==> src/rtl/mem_stage.sv <==
`default_nettype none
// ============================================================================
// mem_stage : pipeline memory-access stage with req/ack data memory and MEM/WB
// Revision  : 1.0
// ============================================================================
module mem_stage #(
   parameter int ACK_TIMEOUT = 16
) (
   input  logic        clk,
   input  logic        reset,
   input  logic [31:0] alu_result,
   input  logic        alu_zero,
   input  logic [31:0] jump_result,
   input  logic [31:0] write_data,
   input  logic [4:0]  write_reg_addr,
   input  logic        mem_read,
   input  logic        mem_write,
   input  logic        mem_reg,
   input  logic        branch,
   input  logic        reg_write,
   output logic        stall,
   output logic        pc_src,
   output logic [31:0] branch_target,
   output logic        dmem_req,
   output logic        dmem_we,
   output logic [31:0] dmem_addr,
   output logic [31:0] dmem_wdata,
   input  logic [31:0] dmem_rdata,
   input  logic        dmem_ack,
   output logic [31:0] read_data_buffered,
   output logic [31:0] alu_result_buffered,
   output logic [4:0]  write_reg_addr_buffered,
   output logic        mem_reg_buffered,
   output logic        reg_write_buffered,
   output logic        misaligned,
   output logic        bus_error
);

   typedef enum logic [1:0] {
      S_IDLE = 2'd0,
      S_WAIT = 2'd1,
      S_DONE = 2'd2
   } state_t;

   localparam logic [7:0] c_timeout = 8'(ACK_TIMEOUT);

   state_t      r_state;
   state_t      w_state_next;
   logic [7:0]  r_cnt;
   logic [7:0]  w_cnt_inc;
   logic        w_mem_op;
   logic        w_unaligned;
   logic        w_timeout;

   logic [31:0] r_addr;
   logic [31:0] r_wdata;
   logic        r_we;
   logic [31:0] r_rdata;
   logic        r_err;
   logic [31:0] r_hold_alu;
   logic [4:0]  r_hold_wra;
   logic        r_hold_mem_reg;
   logic        r_hold_reg_write;

   logic [31:0] r_mwb_rdata;
   logic [31:0] r_mwb_alu;
   logic [4:0]  r_mwb_wra;
   logic        r_mwb_mem_reg;
   logic        r_mwb_reg_write;
   logic        r_misaligned;
   logic        r_bus_error;

   assign w_mem_op    = mem_read | mem_write;
   assign w_unaligned = (alu_result[1:0] != 2'b00);
   assign w_cnt_inc   = (r_cnt == 8'hFF) ? r_cnt : r_cnt + 8'd1;
   // Ack has priority: timeout only counts when no ack arrives this cycle.
   assign w_timeout   = (r_state == S_WAIT) && !dmem_ack && (w_cnt_inc >= c_timeout);

   always_ff @(posedge clk or posedge reset) begin
      if (reset) begin
         r_state <= S_IDLE;
      end else begin
         r_state <= w_state_next;
      end
   end

   always_comb begin
      w_state_next = r_state;
      stall        = 1'b0;
      dmem_req     = 1'b0;
      case (r_state)
         S_IDLE: begin
            if (w_mem_op && !w_unaligned) begin
               stall        = 1'b1;
               w_state_next = S_WAIT;
            end
         end
         S_WAIT: begin
            stall    = 1'b1;
            dmem_req = 1'b1;
            if (dmem_ack || w_timeout) begin
               w_state_next = S_DONE;
            end
         end
         S_DONE: begin
            w_state_next = S_IDLE;
         end
         default: begin
            w_state_next = S_IDLE;
         end
      endcase
   end

   always_ff @(posedge clk or posedge reset) begin
      if (reset) begin
         r_cnt            <= 8'd0;
         r_addr           <= 32'd0;
         r_wdata          <= 32'd0;
         r_we             <= 1'b0;
         r_rdata          <= 32'd0;
         r_err            <= 1'b0;
         r_hold_alu       <= 32'd0;
         r_hold_wra       <= 5'd0;
         r_hold_mem_reg   <= 1'b0;
         r_hold_reg_write <= 1'b0;
         r_mwb_rdata      <= 32'd0;
         r_mwb_alu        <= 32'd0;
         r_mwb_wra        <= 5'd0;
         r_mwb_mem_reg    <= 1'b0;
         r_mwb_reg_write  <= 1'b0;
         r_misaligned     <= 1'b0;
         r_bus_error      <= 1'b0;
      end else begin
         r_misaligned <= (r_state == S_IDLE) && w_mem_op && w_unaligned;
         r_bus_error  <= (r_state == S_DONE) && r_err;
         case (r_state)
            S_IDLE: begin
               r_cnt <= 8'd0;
               if (w_mem_op && !w_unaligned) begin
                  r_addr           <= alu_result;
                  r_wdata          <= write_data;
                  r_we             <= mem_write;
                  r_rdata          <= 32'd0;
                  r_err            <= 1'b0;
                  r_hold_alu       <= alu_result;
                  r_hold_wra       <= write_reg_addr;
                  r_hold_mem_reg   <= mem_reg;
                  r_hold_reg_write <= reg_write;
                  r_mwb_mem_reg    <= 1'b0;
                  r_mwb_reg_write  <= 1'b0;
               end else begin
                  r_mwb_rdata     <= 32'd0;
                  r_mwb_alu       <= alu_result;
                  r_mwb_wra       <= write_reg_addr;
                  r_mwb_mem_reg   <= mem_reg;
                  r_mwb_reg_write <= reg_write & ~(w_mem_op & w_unaligned);
               end
            end
            S_WAIT: begin
               r_cnt           <= w_cnt_inc;
               r_mwb_mem_reg   <= 1'b0;
               r_mwb_reg_write <= 1'b0;
               if (dmem_ack) begin
                  r_rdata <= r_we ? 32'd0 : dmem_rdata;
               end else if (w_timeout) begin
                  r_rdata <= 32'd0;
                  r_err   <= 1'b1;
               end
            end
            S_DONE: begin
               r_mwb_rdata     <= r_rdata;
               r_mwb_alu       <= r_hold_alu;
               r_mwb_wra       <= r_hold_wra;
               r_mwb_mem_reg   <= r_hold_mem_reg;
               r_mwb_reg_write <= r_hold_reg_write & ~r_err;
            end
            default: begin
               r_cnt <= 8'd0;
            end
         endcase
      end
   end

   assign pc_src                  = branch & alu_zero & ~stall;
   assign branch_target           = jump_result;
   assign dmem_we                 = r_we;
   assign dmem_addr               = r_addr;
   assign dmem_wdata              = r_wdata;
   assign read_data_buffered      = r_mwb_rdata;
   assign alu_result_buffered     = r_mwb_alu;
   assign write_reg_addr_buffered = r_mwb_wra;
   assign mem_reg_buffered        = r_mwb_mem_reg;
   assign reg_write_buffered      = r_mwb_reg_write;
   assign misaligned              = r_misaligned;
   assign bus_error               = r_bus_error;

endmodule
`default_nettype wire

==> config.mk <==
export PLATFORM = sky130hd
export DESIGN_NAME = mem_stage
export DESIGN_NICKNAME = d
export VERILOG_FILES = /design/src/rtl/mem_stage.sv
export SDC_FILE = /design/constraint.sdc
export NUM_CORES = 1
export LEC_CHECK = 0
export ABC_AREA = 1
export CORE_MARGIN = 3
export CORE_UTILIZATION = 45
export DETAILED_ROUTE_END_ITERATION = 10
export GPL_ROUTABILITY_DRIVEN = 0
export PLACE_DENSITY = 0.82
export SLEW_MARGIN = 10
export SYNTH_ARGS = -nofsm -noshare
export SYNTH_HDL_FRONTEND = slang
export SYNTH_SLANG_ARGS = --single-unit
==> constraint.sdc <==
create_clock -name clk -period 13.6 [get_ports clk]
set_input_delay 1.36 -clock clk [delete_from_list [all_inputs] [get_ports clk]]
set_output_delay 1.36 -clock clk [all_outputs]
set_load 0.03 [all_outputs]
==> impl_metrics.ini, run 1 <==
[critical_path]
worstSetupPathType = primary input to primary output
rr_worst_depth = 7
worstPathMaxFanout = 48
cp-end-kind = primary output
crit_start = alu_result[0]
cp-start-kind = primary input
worstReg2RegStart = r_state[0]
worstPathRequired_ns = 12.24
crit_end = stall
r2r_slack_ns = 10.49
arrival_ns = 3.93
worstReg2RegEnd = alu_result_buffered[2]

[synthesis]
ys_top_cells_by_area = dfrtp_1 (57%), nand2_1 (17%), nand3_1 (4.3%)
post_synth_num_cell_types = 28
netlist_instances = 1006
yosysMostFrequentCell = nand2_1
synth_top_flop_cell = dfrtp_1
synth_area_mm2 = 0.008302
seq_area_frac_synth_pct = 56.67
synth_commonest_cells = nand2_1 (382), dfrtp_1 (188), inv_1 (84)
synth_fp_nets = 1153
synth_seq_cells = 188
synth_edf_count = 0
synth_top_area_share_pct = 56.67
synth-async-reset-ratio_pct = 100.0
yosysTopAreaCell = dfrtp_1
ys_warn_count = 0
synth_area_per_cell_um2 = 8.252

[sta]
period_needed_ns = 5.290
finalWorstSetupSlack_ns = 8.310
max_freq_mhz = 189.0
drv_slew = 0
setup_violations = 0
worst_pin_slew_ns = 1.144
tns_ns = 0
period_share_pct = 38.90
rsz0062_at_grt = false
skew_ns = 0.009078
relSlewSlack_pct = 23.43
timing_hold_violations_final = 0

[floorplan]
die_w_um = 141.8
initial_utilization_pct = 46.06
fp.dieH_um = 141.8
coreArea_mm2 = 0.01802
die-area_mm2 = 0.02011
rows = 49
ioPinCount = 315

[detailed_routing]
dr_wl_met3_mm = 1.284
antenna_left = 0
highest_layer = met5
wl_met2_mm = 10.37
drt-met1-wl_mm = 9.205
wl_per_cell_um = 14.95
dr_total_vias = 7109
drcViolationCount = 0
drt-pass1-iter-count = 5
drt_iter0_markers = 486
vias_per_cell = 4.944
drt-total-wl_mm = 21.50

[clocking]
clockRootBuffer = clkbuf_16
cts_tree = built
cts_resized = 0
numCtsBuffers = 17
clock_path_buffers = 2
clk_pin_slew_worst_paths_ns = 0.07
cts_sinks = 188
ctsHtreeMaxLevel = 4
hold_buffers = 0
post_cts_buffers = 0
clk_latency_ns = 0.42

[finish]
syn_to_final_growth_pct = 36.74
fin_nets = 1343
diodes = 0
drive_gt1_share_pct = 4.549
multi_input_area_mm2 = 0.002811
fillers = 1535
seq_area_mm2 = 0.004705

[grt]
grt_use_total_pct = 21.58
antenna_found_initial = 1
first_global_vias = 6986
gr-total-overflow = 0
grt_pass1_wl_mm = 35.03
grt_max_degree = 121

[pwr]
peakVddDrop_mv = 0.1338
leakage_nw = 5.472
power.density_mw_per_mm2 = 227.1

[placed_design]
post-place-ws_ns = 8.308
io_buffers = 250
hpwl_mm = 13.90

[job]
max_cap_viol_count = 0

[min_path]
min_path_type = register to register

[run_status]
status = finished, final reports clean
how the worst min path moves through the flow:
stage / startpoint / end / slack, ns / cells after the start
floorplan: r_err / bus_error / 0.44 / 2
global placement: r_err / bus_error / 0.45 / 2
detailed placement: dmem_wdata[26] / dmem_wdata[26] / 0.46 / 2
CTS: r_err / bus_error / 0.47 / 2
global route: r_hold_wra[2] / r_hold_wra[2] / 0.49 / 2
finish: dmem_wdata[1] / dmem_wdata[1] / 0.47 / 2
stage by stage:
stage / hold WS [ns] / util [%] / area [µm²] / cells / total power (W)
floorplan: 0.4361 / - / 8302 / 1006 / 0.001569
global placement: 0.4471 / 59.30 / 10690 / 1406 / 0.002018
detailed placement: 0.4576 / 59.30 / 10690 / 1406 / 0.002040
CTS: 0.4723 / 62.98 / 11350 / 1438 / 0.002602
global route: 0.4880 / 62.98 / 11350 / 1438 / 0.002722
finish: 0.4714 / 62.98 / 11350 / 1438 / 0.002578
cell type report:
class                   count  area share, %
flip-flops and latches    188          41.44
clock buffers              20          4.023
multi-input cells         645          24.77
inverters                  88          2.987
clock inverters            12          1.819
well taps                 229          2.524
repair buffers            256          22.44
placed cells by master, fill, tap and decap left out, types with 2 or more instances in the layout:
| master | count |
|---|---|
| clkdlybuf4s50_1 | 250 |
| xor2_1 | 2 |
| inv_6 | 3 |
| ha_1 | 4 |
| dfrtp_1 | 188 |
| inv_2 | 3 |
| clkinv_4 | 2 |
| nand2_2 | 4 |
| clkbuf_16 | 17 |
| o21ai_0 | 41 |
| buf_4 | 6 |
| bufinv_16 | 5 |
| o21ai_1 | 3 |
| clkbuf_8 | 2 |
| inv_1 | 83 |
| nor2_2 | 2 |
| nand3_1 | 72 |
| nand2_1 | 382 |
| nand4_1 | 2 |
| a31oi_1 | 39 |
| nor2_4 | 3 |
| clkinv_2 | 2 |
| nor2_1 | 81 |
worst max-delay path, cell delays in order:
cell and delay (ns):
clkdlybuf4s50_1 0.44, nor2_1 0.27, nand2_1 0.18, nor2_4 0.13
clkinv_2 0.55, nand2_1 0.27, clkdlybuf4s50_1 0.71
logic make-up after synthesis:
logic type	synth area share, %
buffers and inverters	9.646
xor gates and xnor gates	0.2110
DFF	56.67
adders and majority gates	0.7536
and+or+nand+nor	26.78
AOI/OAI and AO/OA	5.938
where the power goes:
group          leakage [nW]  switching (W)  internal (W)  total, W
logic                  2.74       0.000721      0.000421   0.00114
registers              2.41       0.000122      0.000759  0.000881
clock network         0.322       0.000216      0.000339  0.000555
layer usage:
metal	vias to the layer above	track usage, %
li1	3468	-
met1	3343	27.75
met2	245	35.20
met3	51	5.325
met4	2	8.687
met5	-	0
(Power assumes the default switching activity.)
==> run 2, diff against run 1 <==
Settings changed: CORE_UTILIZATION 45 to 40, PLACE_DENSITY 0.82 to 0.77.
Clock period 13.6 ns to 4.4 ns, I/O delays scaled along.
==> impl_metrics.ini, run 2 (synthesis results as in run 1) <==
[floorplan]
fp.dieH_um = 150.1
initial_utilization_pct = 40.90
die_w_um = 150.1
ioPinCount = 315
coreArea_mm2 = 0.02030
die-area_mm2 = 0.02252
rows = 52

[critical_path]
worstPathMaxFanout = 3
worstPathRequired_ns = 3.96
cp-end-kind = primary output
cp-start-kind = primary input
arrival_ns = 2.33
worstSetupPathType = primary input to primary output

[sta]
setup_violations = 0
period_needed_ns = 2.767
skew_ns = 0.01113
timing_hold_violations_final = 0
worst_pin_slew_ns = 1.159
rsz0062_at_grt = false
period_share_pct = 62.89
finalWorstSetupSlack_ns = 1.633
tns_ns = 0
relSlewSlack_pct = 22.76
drv_slew = 0
max_freq_mhz = 361.4

[grt]
grt_max_degree = 112
first_global_vias = 6800
grtUsageMet2_pct = 31.40
grt_use_met3_pct = 4.997
grt_use_met1_pct = 25.68
grt_use_total_pct = 19.54
grt_pass1_wl_mm = 35.20
antenna_found_initial = 1
grt.busiest_layer = met2
gr-total-overflow = 0

[clocking]
cts_sinks = 188
hold_buffers = 0
clk_pin_slew_worst_paths_ns = 0.06
clock_path_buffers = 2
clk_latency_ns = 0.42
ctsHtreeMaxLevel = 4
numCtsBuffers = 17
cts_tree = built
clockRootBuffer = clkbuf_16
post_cts_buffers = 0
cts_resized = 0

[pwr]
total_power_w = 0.007882
power.density_mw_per_mm2 = 691.9
peakVddDrop_mv = 0.3476
leakage_nw = 5.460

[detailed_routing]
drcViolationCount = 0
drt_iter0_markers = 379
antenna_left = 0
drt-total-wl_mm = 21.84
vias_per_cell = 4.830
wl_per_cell_um = 14.76
dr_total_vias = 7149
drt-pass1-iter-count = 5

[job]
max_cap_viol_count = 0

[placed_design]
io_buffers = 250
post-place-ws_ns = 1.375
hpwl_mm = 14.31

[finish]
final_cell_mix = nand2_1 (382), clkdlybuf4s50_1 (250), dfrtp_1 (188), inv_1 (83), nor2_1 (81)
fin_nets = 1344
drive_gt1_share_pct = 4.549
syn_to_final_growth_pct = 37.23
layout_commonest_cell = nand2_1

[run_status]
status = finished, final reports clean

[min_path]
min_path_type = register to register
## run 2: stage by stage
step                std cells  hold WS [ns]  cell area (µm²)  utilization, %
global route             1480        0.4947            11390           56.12
floorplan                1006        0.4361             8305               -
finish                   1480        0.4719            11390           56.12
global placement         1448        0.4531            10770           53.05
detailed placement       1448        0.4590            10770           53.05
CTS                      1479        0.4740            11390           56.11
## run 2: final timing paths
check | startpoint | to | slack [ns] | cells after the start
min in group asynchronous | reset | read_data_buffered[28] | 0.53 | 3
min | dmem_wdata[22] | dmem_wdata[22] | 0.47 | 2
max | alu_result[0] | stall | 1.63 | 7
min reg2reg | dmem_wdata[22] | dmem_wdata[22] | 0.47 | 2
max reg2reg | r_state[0] | alu_result_buffered[25] | 1.77 | 7
max in group asynchronous | reset | r_hold_alu[22] | 3.00 | 3
## run 2: final cells by class
type / count / area, µm²
fillers: 1816 / 8907
flip-flops and latches: 188 / 4705
multi-input cells: 645 / 2811
repair buffers: 257 / 2580
clock buffers: 21 / 470.5
well taps: 270 / 337.8
inverters: 88 / 335.3
clock inverters: 10 / 150.1
diodes: 1 / 2.502
## run 2: power breakdown
part           total, W  internal [W]  switching, W  leakage (nW)
Sequential      0.00273       0.00235      0.000383          2.41
Combinational   0.00354       0.00131       0.00222          2.75
Clock           0.00162      0.000949      0.000667         0.302
## run 2: worst max-delay path, cell delays in order
cell and delay, ns:
clkdlybuf4s50_1 0.43, nor2_1 0.27, nand2_1 0.19, nor2_4 0.14, clkinv_2 0.06, nand2_1 0.11
clkdlybuf4s50_1 0.69
## run 2: per-layer routing
metal	vias to the layer above	part of all wire, %
met5	-	0
met4	0	2.2
met1	3391	42
met2	241	49
met3	30	6.5
li1	3487	-
==> run 3, diff against run 2 <==
Settings changed: CORE_UTILIZATION 40 to 44, PLACE_DENSITY 0.77 to 0.8.
Clock period 4.4 ns to 2.9 ns, I/O delays scaled along.
==> impl_metrics.ini, run 3 (synthesis results as in run 1) <==
[clocking]
numCtsBuffers = 17
cts_tree = built
clk_latency_ns = 0.42
ctsHtreeMaxLevel = 4
clock_path_buffers = 2
cts_resized = 0
clockRootBuffer = clkbuf_16
clk_pin_slew_worst_paths_ns = 0.07
hold_buffers = 0
post_cts_buffers = 0
cts_sinks = 188

[critical_path]
worstPathMaxFanout = 4
arrival_ns = 2.27
r2r_slack_ns = 0.61
worstPathRequired_ns = 2.61
worstSetupPathType = register to primary output
cp-end-kind = primary output
cp-start-kind = register

[sta]
whs_ns = 0.3560
tns_ns = 0
worst_pin_slew_ns = 1.151
max_freq_mhz = 391.2
drv_slew = 0
rsz0062_at_grt = false
skew_ns = 0.009250
setup_violations = 0
period_share_pct = 88.15
timing_hold_violations_final = 0
relSlewSlack_pct = 23.26
period_needed_ns = 2.556

[grt]
antenna_found_initial = 1
grt_pass1_wl_mm = 36.83
grt_max_degree = 106
first_global_vias = 7432
grt_use_total_pct = 22.38
gr-total-overflow = 0

[finish]
layout_commonest_cell = nand2_1
drive_gt1_share_pct = 5.414
seq_area_mm2 = 0.004705
syn_to_final_growth_pct = 37.60
multi_input_area_mm2 = 0.002811
fillers = 1580
final_cell_mix = nand2_1 (382), clkdlybuf4s50_1 (249), dfrtp_1 (188), inv_1 (83), nor2_1 (81)
post-route-util_pct = 62.53
fin_nets = 1353

[floorplan]
rows = 49
coreArea_mm2 = 0.01827
fp.dieH_um = 143.4
die_w_um = 143.4
initial_utilization_pct = 45.44
ioPinCount = 315
die-area_mm2 = 0.02055

[detailed_routing]
drt_iter0_markers = 531
drt-pass1-iter-count = 6
drcViolationCount = 0
antenna_left = 0
drt-total-wl_mm = 22.51
vias_per_cell = 5.006
wl_per_cell_um = 15.54
dr_total_vias = 7254

[placed_design]
hpwl_mm = 15.01
io_buffers = 250

[job]
max_cap_viol_count = 0

[pwr]
peakVddDrop_mv = 0.6170
leakage_nw = 5.512
power.density_mw_per_mm2 = 1049

[min_path]
min_path_type = primary input to async pin

[run_status]
status = finished, final reports clean
-- run 3: per-layer routing --
| metal | share of wire (%) | wire length, µm | GRT usage [%] | vias up |
|---|---|---|---|---|
| li1 | - | - | - | 3492 |
| met1 | 40 | 8988 | 28.29 | 3439 |
| met2 | 50 | 11340 | 37.21 | 280 |
| met3 | 6.8 | 1530 | 5.058 | 43 |
| met4 | 2.9 | 652 | 9.514 | 0 |
| met5 | 0 | 0 | 0 | - |
-- run 3: critical path: stages (launching register included) --
cell and delay [ns]:
dfrtp_1 0.41, inv_1 0.10, ha_1 0.28, inv_1 0.12
nor2_4 0.14, clkinv_2 0.06, nand2_1 0.11, nor2_1 0.05
clkdlybuf4s50_1 0.58
-- run 3: area by class of cell --
cell class / count / area share [%]
diodes: 1 / 0.02191
clock buffers: 21 / 4.118
clock inverters: 11 / 1.139
inverters: 88 / 2.935
multi-input cells: 645 / 24.61
flip-flops and latches: 188 / 41.18
well taps: 229 / 2.508
repair buffers: 266 / 23.48
-- run 3: final timing paths --
kind / startpoint / endpoint / cells after the start
setup / recovery: r_state[0] / pc_src / 8
max in group asynchronous: reset / alu_result_buffered[29] / 3
min in group clk: write_data[0] / dmem_wdata[0] / 3
hold reg to reg: r_rdata[26] / r_rdata[26] / 2
setup reg to reg: r_state[0] / read_data_buffered[11] / 8
hold / removal: reset / read_data_buffered[23] / 2
-- run 3: through the flow --
step	instances	worst slack, ns	instance area, µm²	total power, W
after floorplan	1006	0.1895	8305	0.007359
after global placement	1416	0.4403	10820	0.009531
after detailed placement	1416	0.3631	10820	0.009674
after CTS	1448	0.3083	11420	0.01208
after global routing	1449	0.1933	11420	0.01267
final	1449	0.3436	11420	0.01198
-- run 3: power breakdown --
| part | internal (W) | switching (W) | leakage, nW |
|---|---|---|---|
| logic | 0.00204 | 0.00343 | 2.81 |
| clock network | 0.00135 | 0.00102 | 0.295 |
| registers | 0.00356 | 0.000584 | 2.41 |
